**src/rtl/calc_op_sequencer.sv**
```systemverilog
// calc_op_sequencer
//   Command sequencer for a shared combinational calculator datapath.
//   Commands are buffered in a FIFO and issued one at a time. Each command
//   holds the calculator inputs for SETTLE cycles. The result and flags are
//   then captured and returned in order, together with an error tag and an
//   8-bit sequence number.
//
// Ports
//   clock, reset       rising-edge clock, synchronous active-high reset
//   cmd_valid/ready    command handshake; cmd_ready = (fifo_count != DEPTH)
//   cmd_op/a/b         operation code and operands
//   alu_op_select,
//   alu_operand1/2     drive the calculator (0 when idle or for errors)
//   alu_resultado,
//   alu_banderas       calculator result (2*NBITS) and flags (4)
//   rsp_valid/ready    response handshake
//   rsp_result/flags   captured calculator outputs
//   rsp_error          illegal op, or divide/modulo by zero
//   rsp_seq            response sequence number, wraps at 255
//   busy               FSM not idle or FIFO not empty
//   fifo_count         FIFO occupancy
module calc_op_sequencer #(
    parameter int NBITS  = 4,
    parameter int DEPTH  = 4,
    parameter int SETTLE = 1
) (
    input  logic                     clock,
    input  logic                     reset,
    input  logic                     cmd_valid,
    output logic                     cmd_ready,
    input  logic [3:0]               cmd_op,
    input  logic [NBITS-1:0]         cmd_a,
    input  logic [NBITS-1:0]         cmd_b,
    output logic [3:0]               alu_op_select,
    output logic [NBITS-1:0]         alu_operand1,
    output logic [NBITS-1:0]         alu_operand2,
    input  logic [2*NBITS-1:0]       alu_resultado,
    input  logic [3:0]               alu_banderas,
    output logic                     rsp_valid,
    input  logic                     rsp_ready,
    output logic [2*NBITS-1:0]       rsp_result,
    output logic [3:0]               rsp_flags,
    output logic                     rsp_error,
    output logic [7:0]               rsp_seq,
    output logic                     busy,
    output logic [$clog2(DEPTH):0]   fifo_count
);

    localparam int PW = $clog2(DEPTH);
    localparam int CW = PW + 1;

    localparam logic [1:0] ST_IDLE    = 2'd0;
    localparam logic [1:0] ST_DRIVE   = 2'd1;
    localparam logic [1:0] ST_RESPOND = 2'd2;

    logic [3:0]       fifo_op [DEPTH];
    logic [NBITS-1:0] fifo_a  [DEPTH];
    logic [NBITS-1:0] fifo_b  [DEPTH];
    logic [PW-1:0]    wr_ptr, rd_ptr;
    logic [CW-1:0]    count;

    logic [1:0]       state;
    logic [3:0]       settle_cnt;
    logic [3:0]       iss_op;
    logic [NBITS-1:0] iss_a, iss_b;
    logic             iss_err;

    logic             push, pop, head_err, drive_en;

    assign cmd_ready  = (count != CW'(DEPTH));
    assign push       = cmd_valid && cmd_ready;
    assign pop        = (state == ST_IDLE) && (count != '0);
    assign fifo_count = count;
    assign busy       = (state != ST_IDLE) || (count != '0);

    // An error is decided once, at pop time, from the head entry.
    assign head_err = (fifo_op[rd_ptr] > 4'd9) ||
                      (((fifo_op[rd_ptr] == 4'd3) || (fifo_op[rd_ptr] == 4'd4)) &&
                       (fifo_b[rd_ptr] == '0));

    // The calculator sees the issued command only in DRIVE. It sees zeros
    // for erroring commands so the shared datapath never divides by zero.
    assign drive_en      = (state == ST_DRIVE) && !iss_err;
    assign alu_op_select = drive_en ? iss_op : '0;
    assign alu_operand1  = drive_en ? iss_a  : '0;
    assign alu_operand2  = drive_en ? iss_b  : '0;

    // Storage needs no reset; only pointers and count define contents.
    always_ff @(posedge clock) begin
        if (push) begin
            fifo_op[wr_ptr] <= cmd_op;
            fifo_a[wr_ptr]  <= cmd_a;
            fifo_b[wr_ptr]  <= cmd_b;
        end
    end

    always_ff @(posedge clock) begin
        if (reset) begin
            wr_ptr <= '0;
            rd_ptr <= '0;
            count  <= '0;
        end else begin
            if (push) wr_ptr <= wr_ptr + 1'b1;
            if (pop)  rd_ptr <= rd_ptr + 1'b1;
            case ({push, pop})
                2'b10:   count <= count + 1'b1;
                2'b01:   count <= count - 1'b1;
                default: count <= count;
            endcase
        end
    end

    always_ff @(posedge clock) begin
        if (reset) begin
            state      <= ST_IDLE;
            settle_cnt <= '0;
            iss_op     <= '0;
            iss_a      <= '0;
            iss_b      <= '0;
            iss_err    <= 1'b0;
            rsp_valid  <= 1'b0;
            rsp_result <= '0;
            rsp_flags  <= '0;
            rsp_error  <= 1'b0;
            rsp_seq    <= '0;
        end else begin
            case (state)
                ST_IDLE: begin
                    if (pop) begin
                        iss_op     <= fifo_op[rd_ptr];
                        iss_a      <= fifo_a[rd_ptr];
                        iss_b      <= fifo_b[rd_ptr];
                        iss_err    <= head_err;
                        settle_cnt <= 4'(SETTLE);
                        state      <= ST_DRIVE;
                    end
                end
                ST_DRIVE: begin
                    settle_cnt <= settle_cnt - 4'd1;
                    if (settle_cnt == 4'd1) begin
                        rsp_valid  <= 1'b1;
                        rsp_result <= iss_err ? '0 : alu_resultado;
                        rsp_flags  <= iss_err ? '0 : alu_banderas;
                        rsp_error  <= iss_err;
                        state      <= ST_RESPOND;
                    end
                end
                ST_RESPOND: begin
                    if (rsp_ready) begin
                        rsp_valid <= 1'b0;
                        rsp_seq   <= rsp_seq + 8'd1;
                        state     <= ST_IDLE;
                    end
                end
                default: state <= ST_IDLE;
            endcase
        end
    end

endmodule
```
**config.mk**
```make
export PLATFORM = sky130hd
export DESIGN_NAME = calc_op_sequencer
export DESIGN_NICKNAME = d
export VERILOG_FILES = /design/src/rtl/calc_op_sequencer.sv
export SDC_FILE = /design/constraint.sdc
export NUM_CORES = 1
export LEC_CHECK = 0
export CORE_MARGIN = 4
export CORE_UTILIZATION = 45
export DETAILED_ROUTE_END_ITERATION = 7
export PLACE_DENSITY = 0.77
export SKIP_LAST_GASP = 1
export SLEW_MARGIN = 20
export SYNTH_ARGS = -nofsm -noshare
export SYNTH_HDL_FRONTEND = slang
export SYNTH_SLANG_ARGS = --single-unit
```
**constraint.sdc**
```tcl
create_clock -name clock -period 3.4 [get_ports clock]
set_input_delay 0.85 -clock clock [delete_from_list [all_inputs] [get_ports clock]]
set_output_delay 0.85 -clock clock [all_outputs]
set_load 0.01 [all_outputs]
```
==> results of run 1 <==
-- path summary, 6_finish.rpt --
path,startpoint,to,slack (ps),depth (start not counted)
hold reg to reg,iss_a[2],iss_a[2],460,2
hold / removal,iss_a[2],iss_a[2],460,2
setup reg to reg,state[1],fifo_count[2],840,9
setup / recovery,state[0],alu_op_select[0],680,4
-- layer usage --
metal	GRT usage	up-vias
li1	-	1251
met2	0.252	63
met5	0	-
met4	0.0497	0
met3	0.0388	8
met1	0.183	1152
-- critical path, cell delays in order, from the launching register on --
cell,delay [ps]
dfxtp_1,400
nor2b_1,150
buf_4,210
and3_1,180
clkdlybuf4s50_1,570
-- registers in the layout, indices dropped and copies added, names as in the netlist, 8 cells and up, named ones only --
| register | flops |
|---|---|
| rsp_seq | 8 |
| fifo_b | 16 |
| fifo_a | 16 |
| fifo_op | 16 |
| rsp_result | 8 |
-- through the flow --
step / hold WS [ps] / utilization
floorplan: 432 / -
finish: 456 / 0.577
global route: 471 / 0.577
CTS: 457 / 0.577
detailed placement: 444 / 0.554
global placement: 440 / 0.554
-- report_power, final --
part | switching [W] | leakage, nW | internal [W]
registers | 0.000153 | 0.848 | 0.00144
clock network | 0.000412 | 0.101 | 0.000303
logic | 0.000538 | 0.743 | 0.000480
-- area by class of cell --
cell class	count	area share
clock buffers	10	0.0287
clock inverters	6	0.0120
inverters	12	0.00940
multi-input cells	187	0.272
flip-flops and latches	98	0.510
well taps	105	0.0274
repair buffers	68	0.141
-- cells by family (layout without fill, tap and decap cells) --
family / after synthesis / after routing / synth area share
simple gates: 111 / 111 / 0.140
xor+xnor: 12 / 12 / 0.0272
flops: 98 / 98 / 0.632
fa+ha+maj: 9 / 9 / 0.0311
buf+inv: 28 / 96 / 0.0304
mux: 12 / 12 / 0.0719
compound gates: 43 / 43 / 0.0667
-- layout by cell type, fill, tap and decap left out, types with 5 or more instances in the layout --
master,instances
clkdlybuf4s50_1,66
dfxtp_1,50
edfxtp_1,48
nand2_1,34
nor2_1,30
a21oi_1,22
and3_1,17
a22oi_1,12
inv_1,10
mux4_2,10
clkbuf_8,10
ha_1,8
nor3_1,7
xor2_1,7
xnor2_1,5
==> flow_summary.toml, run 1 <==
[grt]
grt_overflow = 0
grt_use_total = 0.148
grt_pass1_wl_mm = 11.7
grt_max_degree = 35
grt_antenna_before_repair = 0
grt_pass1_vias = 2412

[floorplan]
rows = 33
ios = 67
core_sq_um = 8300
die_w_um = 101
die_h_um = 101
start_util = 0.465
die-area_sq_um = 10100

[synth]
syn_nets = 350
yosys.cell_types.count = 41
synth_ff_type = "dfxtp_1"
ys_top_cells_by_area = "edfxtp_1 37%, dfxtp_1 26%, mux4_2 5.8%, nand2_1 3.3%, nor2_1 2.9%"
yosys-top-cells-count = "50 x dfxtp_1, 48 x edfxtp_1, 34 x nand2_1"
async_reset_ff_frac = 0
yosysTopAreaCell = "edfxtp_1"
synth-seq-area-share = 0.632
synth_edf_count = 48
postSynthCellCount = 313
synth_most_common_cell = "dfxtp_1"
syn-cell-area_sq_um = 3860
postSynthAreaPerCell_sq_um = 12.3
synth_top_cell_area_share = 0.373
yosysWarnings = 0
ys_seq_elements = 98

[clock_tree]
clock_sinks = 98
cts_buffers = 9
cts_max_level = 3
insertion_delay_ps = 360
clock-root-buffer = "clkbuf_8"
path_clk_slew_ps = 90
post_cts_buffers = 0
cts_max_path_buffers = 2
cts_resized = 0
cts_tree = "done"
cts_hold_buffers = 0

[drt]
vias = 2474
dr.pass1.iters = 4
drt-initial-drc-count = 120
post-route-drc-count = 0
drt-met1-wl_mm = 3.25
routed_wl_mm = 7.15
ant_nets = 0
wl_per_cell_um = 14.7
avgViaCountPerCell = 5.09
wl_met3_um = 426
highest_layer = "met4"
wl_met2_mm = 3.40

[sta]
period_share = 0.800
drv_slew = 0
fmax_ghz = 0.368
period_needed_ps = 2720
tns_ps = 0
tightest_slew_ps = 797
hold_viol = 0
setup_viol_count_final = 0
maxSlewHeadroom = 0.466
layout_setup_ws_ps = 681
rsz0062_at_grt = "false"
fin_skew_ps = 9.35

[power]
vdd_drop_max_mv = 0.357
p_total_w = 0.00333
power_density_nw_per_um2 = 695
leakagePower_nw = 1.69

[critical_path]
cp.required_ps = 2550
endpoint_kind = "output pin"
startpoint_type = "flop"
crit_type = "flop to output pin"
crit_fanout = 17
cp.arrival_ps = 1870

[placed_design]
place.gp.congestion = 0.728
dp_slack_ps = 542
dp.cells = 470
place_area_sq_um = 4600
hpwlAfterDp_mm = 5.04
io_buffer_count = 66

[final_layout]
seq_area_sq_um = 2440
stdcell_area_sq_um = 4790
diodes = 0
drive_above_1_share = 0.0892
syn_to_final_growth_pct = 24.1
nets = 413
stdcell_count = 486
nFillCells = 699
multiInputGateArea_sq_um = 1300

[run_status]
status = "finished clean"

[flow_run]
drv_cap = 0

[min_path]
hp-class = "flop to flop"
Note: power is estimated with default switching activity, not from simulation.
==> run 2, diff against run 1 <==
==> constraint.sdc (replaced) <==
create_clock -name clock -period 2.8 [get_ports clock]
set_input_delay 0.7 -clock clock [delete_from_list [all_inputs] [get_ports clock]]
set_output_delay 0.7 -clock clock [all_outputs]
set_load 0.01 [all_outputs]
==> flow_summary.toml, run 2 (synthesis gave the netlist of run 1 again) <==
[drt]
drt-initial-drc-count = 151
wl_per_cell_um = 14.4
routed_wl_mm = 7.09
avgViaCountPerCell = 5.11
vias = 2515
post-route-drc-count = 0
dr.pass1.iters = 4
ant_nets = 0

[critical_path]
crit_fanout = 17
startpoint_type = "flop"
path_buf_inv = 2
cpMaxStageDelayCell = "clkdlybuf4s50_1"
crit_type = "flop to output pin"
cp.required_ps = 2100
endpoint_kind = "output pin"
cp_top_family = "buffers and inverters"
max_stage_delay_ps = 550
path_cells = "nor2b_1 > buf_4 > and3_1 > clkdlybuf4s50_1"
rrSetupSlack_ps = 400
cp.arrival_ps = 1860

[final_layout]
syn_to_final_growth_pct = 24.9
largestRegisters = "fifo_a (16), fifo_b (16), fifo_op (16)"
nFillCells = 678
stdcell_count = 492
diodes = 0
final_cell_mix = "66 x clkdlybuf4s50_1, 50 x dfxtp_1, 48 x edfxtp_1"
seq_area_sq_um = 2440
multiInputGateArea_sq_um = 1300
nets = 419
final_common_cell = "clkdlybuf4s50_1"
drive_above_1_share = 0.101

[grt]
grt_max_degree = 35
grt_pass1_vias = 2494
grt_pass1_wl_mm = 11.8
grt_antenna_before_repair = 0
grt_overflow = 0
grt_use_total = 0.149

[clock_tree]
cts_max_level = 3
cts_resized = 0
path_clk_slew_ps = 90
cts_max_path_buffers = 2
cts_hold_buffers = 0
clock_sinks = 98
cts_tree = "done"
insertion_delay_ps = 360
cts_buffers = 9
clock-root-buffer = "clkbuf_8"
post_cts_buffers = 0

[sta]
drv_slew = 0
layout_setup_ws_ps = 237
maxSlewHeadroom = 0.473
period_share = 0.915
rsz0062_at_grt = "false"
fin_skew_ps = 10.6
fmax_ghz = 0.390
hold_viol = 0
tightest_slew_ps = 787
tns_ps = 0
setup_viol_count_final = 0
period_needed_ps = 2560

[placed_design]
place.gp.congestion = 0.710
hpwlAfterDp_mm = 5.04
dp.cells = 476
dp_slack_ps = 104
io_buffer_count = 66

[floorplan]
die-area_sq_um = 10100
rows = 33
start_util = 0.465
ios = 67
core_sq_um = 8300
die_h_um = 101
die_w_um = 101

[flow_run]
drv_cap = 0

[run_status]
status = "finished clean"

[power]
p_comb_frac = 0.314
p_sw_frac = 0.332
vdd_drop_max_mv = 0.423
clkPwrFrac = 0.207
internal_power_w = 0.00270
p_total_w = 0.00404
p_switching_w = 0.00134
leakagePower_nw = 1.71
power_density_nw_per_um2 = 836
p_seq_frac = 0.479

[min_path]
hp-class = "flop to flop"
[run 2: cell count changes in the layout (fill, tap and decap cells not counted), sizes merged]
cell      delta
buf          +6
clkbuf       -1
clkinv       -1
clkinvlp     +1
inv          +1
[run 2: tightest hold or removal path: stages (launching register included)]
cell	delay [ps]
dfxtp_1	310
nand2_1	50
a21oi_1	50
[run 2: stage by stage]
step / hold slack (ps) / utilization / instance area [sq um]
6_report: 453 / 0.581 / 4830
5_1_grt: 473 / 0.581 / 4830
4_1_cts: 457 / 0.581 / 4830
3_5_place_dp: 445 / 0.559 / 4640
3_3_place_gp: 439 / 0.559 / 4640
2_1_floorplan: 432 / - / 3860
[run 2: path summary, 6_finish.rpt]
path                 start               to  depth (start not counted)
max               state[0]  alu_operand1[0]                          4
min               iss_b[3]         iss_b[3]                          2
max reg2reg  fifo_count[2]    fifo_count[2]                          9
min reg2reg       iss_b[3]         iss_b[3]                          2
[run 2: power groups by stage]
| stage | logic, W | registers, W | clock network, W |
|---|---|---|---|
| after global routing | 0.00142 | 0.00197 | 0.000928 |
| after CTS | 0.00128 | 0.00194 | 0.000869 |
| after floorplan | 0.000915 | 0.00190 | 0 |
| after global placement | 0.00125 | 0.00196 | 0 |
| after detailed placement | 0.00128 | 0.00197 | 0 |
| final | 0.00127 | 0.00193 | 0.000836 |
[run 2: metal layers]
layer  global-route usage  vias up  routed length (um)
met5                    0        -                   0
met3               0.0471        8                 448
li1                     -     1261                   -
met2                0.247       66                3410
met1                0.187     1180                3140
met4               0.0477        0                  97
[run 2: final cells by class]
cell class                 instances  area share
clock inverter                     7      0.0124
timing repair buffer              74       0.149
sequential                        98       0.506
tap                              105      0.0272
inverter                          12     0.00933
clock buffer                       9      0.0257
multi-input combinational        187       0.270
